### src/rtl/regfile_write_arbiter.sv
// Round-robin write-port arbiter for two masters feeding the 4-entry register file.
// Optional REGFILE_ARB_DROP_R0_EN: acked writes to register 0 never raise regwrite.
module regfile_write_arbiter #(
  parameter int DATA_W = 16,
  parameter int ADDR_W = 2
) (
  input  logic              clock,
  input  logic              reset_n,
  input  logic              req0,
  input  logic [ADDR_W-1:0] wr0,
  input  logic [DATA_W-1:0] wd0,
  output logic              ack0,
  input  logic              req1,
  input  logic [ADDR_W-1:0] wr1,
  input  logic [DATA_W-1:0] wd1,
  output logic              ack1,
  output logic [ADDR_W-1:0] wr,
  output logic [DATA_W-1:0] wd,
  output logic              regwrite,
  output logic              busy
);

  // Handshake: reqN is held with stable wrN/wdN until ackN is seen high at a
  // rising edge; requests are sampled only in IDLE, and each ack lasts one cycle.
  typedef enum logic {IDLE, WRITE} state_t;

  state_t            state, state_n;
  logic              prio, prio_n;
  logic              regwrite_n, ack0_n, ack1_n;
  logic [ADDR_W-1:0] wr_n;
  logic [DATA_W-1:0] wd_n;
  logic              grant0, grant1, write_en;
  logic [ADDR_W-1:0] win_addr;
  logic [DATA_W-1:0] win_data;

  always_ff @(posedge clock or negedge reset_n) begin
    if (!reset_n) begin
      state    <= IDLE;
      prio     <= 1'b0;
      regwrite <= 1'b0;
      ack0     <= 1'b0;
      ack1     <= 1'b0;
      wr       <= '0;
      wd       <= '0;
    end else begin
      state    <= state_n;
      prio     <= prio_n;
      regwrite <= regwrite_n;
      ack0     <= ack0_n;
      ack1     <= ack1_n;
      wr       <= wr_n;
      wd       <= wd_n;
    end
  end

  always_comb begin
    state_n    = state;
    prio_n     = prio;
    regwrite_n = 1'b0;
    ack0_n     = 1'b0;
    ack1_n     = 1'b0;
    wr_n       = wr;
    wd_n       = wd;
    grant0     = req0 && (!req1 || !prio);
    grant1     = req1 && (!req0 || prio);
    win_addr   = grant1 ? wr1 : wr0;
    win_data   = grant1 ? wd1 : wd0;
`ifdef REGFILE_ARB_DROP_R0_EN
    // Register 0 is hardwired zero; such writes are acked but never issued.
    write_en   = (win_addr != '0);
`else
    write_en   = 1'b1;
`endif
    case (state)
      IDLE: begin
        if (grant0 || grant1) begin
          state_n    = WRITE;
          ack0_n     = grant0;
          ack1_n     = grant1;
          regwrite_n = write_en;
          if (write_en) begin
            wr_n = win_addr;
            wd_n = win_data;
          end
        end
      end
      WRITE: begin
        // Priority moves to the port that lost this round.
        state_n = IDLE;
        prio_n  = ack0;
      end
      default: state_n = IDLE;
    endcase
  end

  assign busy = (state == WRITE);

endmodule

### config.mk
export PLATFORM = sky130hd
export DESIGN_NAME = regfile_write_arbiter
export DESIGN_NICKNAME = d
export VERILOG_FILES = /design/src/rtl/regfile_write_arbiter.sv
export SDC_FILE = /design/constraint.sdc
export NUM_CORES = 1
export LEC_CHECK = 0
export CAP_MARGIN = 20
export CORE_MARGIN = 5
export CORE_UTILIZATION = 39
export CTS_BUF_LIST = sky130_fd_sc_hd__clkbuf_2 sky130_fd_sc_hd__clkbuf_4 sky130_fd_sc_hd__clkbuf_8
export DETAILED_ROUTE_END_ITERATION = 12
export PLACE_DENSITY = 0.84
export SLEW_MARGIN = 20
export SYNTH_ARGS = -nofsm -noshare
export SYNTH_HDL_FRONTEND = slang
export SYNTH_SLANG_ARGS = --single-unit
### constraint.sdc
create_clock -name clock -period 1.6 [get_ports clock]
set_input_delay 0.48 -clock clock [delete_from_list [all_inputs] [get_ports clock]]
set_output_delay 0.48 -clock clock [all_outputs]
set_load 0.05 [all_outputs]
# Word-level counts from Yosys, hierarchy flattened

Cells that the tools add are included.

Word-level logic and storage cells: 26
Memories kept: 0
Output and inout port bits: 22
Flip-flop bits (word level): 23
Bits in writable memories: 0
Input bits: 40
ROM bits: 0
Bits in latches: 0

Multiplexer cells: 9
Eq/ne operators: 0
Div/mod/pow operators: 0
$mul: 0
Bitwise logic cells: 1
Order comparisons: 0
Reduce and logical (&&, ||, !) cells: 9
Shift-type cells: 0
Add/subtract/negate cells: 0

Operators with widths:

| kind                                  | count |
|---|---|
| 16-bit 2-to-1 mux                     | 1 |
| 1-bit 2-to-1 mux                      | 6 |
| 1-bit logical NOT                     | 3 |
| 1-bit logical OR                      | 3 |
| 1-bit logical AND                     | 2 |
| 2-bit 2-to-1 mux                      | 1 |
| 1-bit one-hot mux with 2 select lines | 1 |
| 2-bit AND reduction                   | 1 |
| 1-bit NOT                             | 1 |

# Depth between registers and ports, before layout

Depth after elaboration: 6
Mapped depth: 5
Gate-level depth less buffers: 4

# Worst setup path after synthesis

Ideal clock, no wire load.

Kind: reg-to-output
Start point: register regwrite
End point: output port regwrite
Slack: 0.155 ns
Stages on the path, launching flop included: 2
Arrival time: 0.965 ns
Data required time: 1.120 ns
Path buffers: 1
Cell sequence: dfrtp_1 > buf_4

RTL lines:

| what                   | line | text |
|---|---|---|
| from (decl)            | 19   | `output logic regwrite,` |
| from (signal assigned) | 48   | `regwrite <= regwrite_n;` |

No word-level cell between the ends.

==> results.txt <==
clock share of power -> 17.3%
FF+latch count, synth -> 22
Final GP Congestion -> 0.704
CP required -> 1.12 ns
Max-Cap Viols -> 0
most frequent cells in the layout -> clkdlybuf4s50_1, dfrtp_1, buf_12
Yosys warning count -> 0
Core Area -> 2710 um^2
GRT overflow -> 0
post-CTS setup buffers -> 0
Clock Sinks -> 22
clk buf depth -> 2
Hold-fix buffers, CTS -> 0
Final Hold Viols -> 0
cell at the root of the clock tree -> clkbuf_4
DR WL/cell -> 16.7 um
Critical Path Sink Type -> output port
register area share after synthesis -> 50.9%
1st-iter DRT viols -> 55
Critical Path Source -> regwrite
Syn-to-layout area delta -> 84.4%
Comb pwr share -> 51.1%
layout cells sized above 1 -> 22.8%
clock latency on the worst-skew pair -> 0.32 ns
synthesized instance count -> 113
vias per inst -> 5.61
syn nets -> 153
RR Endpoint -> wd[3]
Placement Rows -> 19
detailed-route via count -> 1,184
H-tree lvl count -> 1
largest net degree at the start of global routing -> 23
crit path to -> busy
placed insts -> 207
first-pass GRT wire length -> 6040 um
clock skew -> 0.0175 ns
I/O Pins -> 62
initial antenna violation count -> 0
Antenna diodes -> 0
VDD IR-drop max -> 766 uV
commonest non-fill, non-tap cell in the layout -> clkdlybuf4s50_1
Sw Share -> 38.2%
top cells by area, synth -> dfrtp_1, a31oi_1, a21oi_1
Startpoint Class -> flip-flop
Tightest Hold Check Type -> in -> async
final wirelength -> 3520 um
CP max FO -> 5
most area-hungry cell type in the Yosys netlist -> dfrtp_1
Final Max Slew Viols -> 0
fmax -> 660 MHz
# port buffers -> 61
Hold Slack -> 0.484 ns
DRC viols -> 0
Reg power frac -> 31.6%
FF-to-FF path depth -> 4
Final min period -> 1.52 ns
Inserted Clock Buffers -> 3
kind of critical path -> reg -> out
Starting Density -> 39.9%
Worst slew margin -> 81.4%
Synth cell types -> 18
crit path DAT -> 1.04 ns
die width -> 62.7 um
RSZ-0062 raised after global routing -> no
worst r2r src -> prio
count of final setup violators -> 0
internal power -> 1.54 mW
Synth top area share -> 50.9%
Die Area -> 3930 um^2
sw power -> 0.956 mW
Post-Layout Inst Area -> 1990 um^2
Non-Filler Instances -> 211
post_cts resized -> 0
CTS tree -> done
CTS clock-pin slew for the worst setup and hold paths -> 0.14 ns
PwrDens -> 1250 nW/um^2
status -> completed
detailed placement HPWL -> 2750 um
Final nets -> 221
R2R setup slack -> 0.41 ns
die height -> 62.7 um
Final period util -> 94.7%
power consumption -> 2.50 mW
GRT Total Usage -> 18.6%
final antenna-violating net count -> 0
Post-Syn Area -> 1080 um^2
Mapped Avg Cell Area -> 9.57 um^2
DP Area -> 1940 um^2
LEAKAGE -> 0.839 nW
vias in the first global route -> 1,263
Worst Tran Pin Value -> 0.279 ns
First-pass DRT Iterations -> 4
## cells by family (layout without fill, tap and decap cells)
group	count (synthesis)	in the layout	synth area share [%]
buffers and inverters	13	80	10.5
AO/OA/AOI/OAI	56	56	29.5
flip-flops	22	22	50.9
multiplexers	1	1	1.04
AND/OR/NAND/NOR	21	21	7.99
## registers in the layout, indices dropped and copies added, names as in the netlist
signal and count:
wr 2, wd 16, regwrite 1, ack1 1
prio 1, ack0 1
## stage by stage
| stage | util, % | setup TNS, ns | setup WS (ns) |
|---|---|---|---|
| floorplan | - | 0 | 0.155 |
| global placement | 71.6 | -1.39 | -0.0941 |
| detailed placement | 71.6 | -2.44 | -0.182 |
| CTS | 73.5 | 0 | 0.0762 |
| global route | 73.5 | 0 | 0.0447 |
| finish | 73.5 | 0 | 0.0845 |
## cell type report
class	count	area [um^2]
Clock buffer	3	22.5
Sequential cell	22	551
Multi-Input combinational cell	78	417
Timing Repair Buffer	73	921
Clock inverter	1	30.0
Inverter	3	13.8
Tap cell	31	38.8
Fill cell	198	717
## how the worst min path moves through the flow
| stage | start | to | slack (ns) | cells past startpoint |
|---|---|---|---|---|
| global route | reset_n | ack0 | 0.52 | 2 |
| CTS | reset_n | ack1 | 0.49 | 2 |
| detailed placement | prio | ack0 | 0.49 | 1 |
| floorplan | reset_n | ack0 | 0.18 | 0 |
| global placement | prio | ack0 | 0.48 | 1 |
| finish | reset_n | ack0 | 0.48 | 2 |
## power groups by stage
| stage | logic, mW | registers (mW) | clock network (mW) |
|---|---|---|---|
| after floorplan | 0.268 | 1.12 | 0 |
| after global placement | 1.25 | 0.795 | 0 |
| after detailed placement | 1.28 | 0.802 | 0 |
| after CTS | 1.28 | 0.792 | 0.440 |
| after global routing | 1.34 | 0.807 | 0.461 |
| final | 1.28 | 0.790 | 0.432 |
## critical path, stage by stage, from the launching register on
cell and delay, ns:
dfrtp_1 0.40, buf_4 0.17, buf_12 0.15
## synthesized netlist by cell type
master	number
dfrtp_1	22
a21oi_1	18
a31oi_1	18
nor2_1	18
o21ai_0	9
o21ai_1	9
buf_6	6
buf_2	2
inv_1	2
a211oi_1	1
and2b_1	1
buf_4	1
buf_8	1
inv_4	1
mux2_2	1
nand2b_1	1
nor3_1	1
o21bai_4	1
## layer usage
metal	vias up	wire length [um]	global-route usage [%]	share of wire (%)
met2	79	1780	31.2	50
met3	4	386	7.01	11
met5	-	0	0	0
met4	0	43	6.10	1.2
li1	540	-	-	-
met1	561	1310	21.7	37
Note: power is estimated with default switching activity, not from simulation.
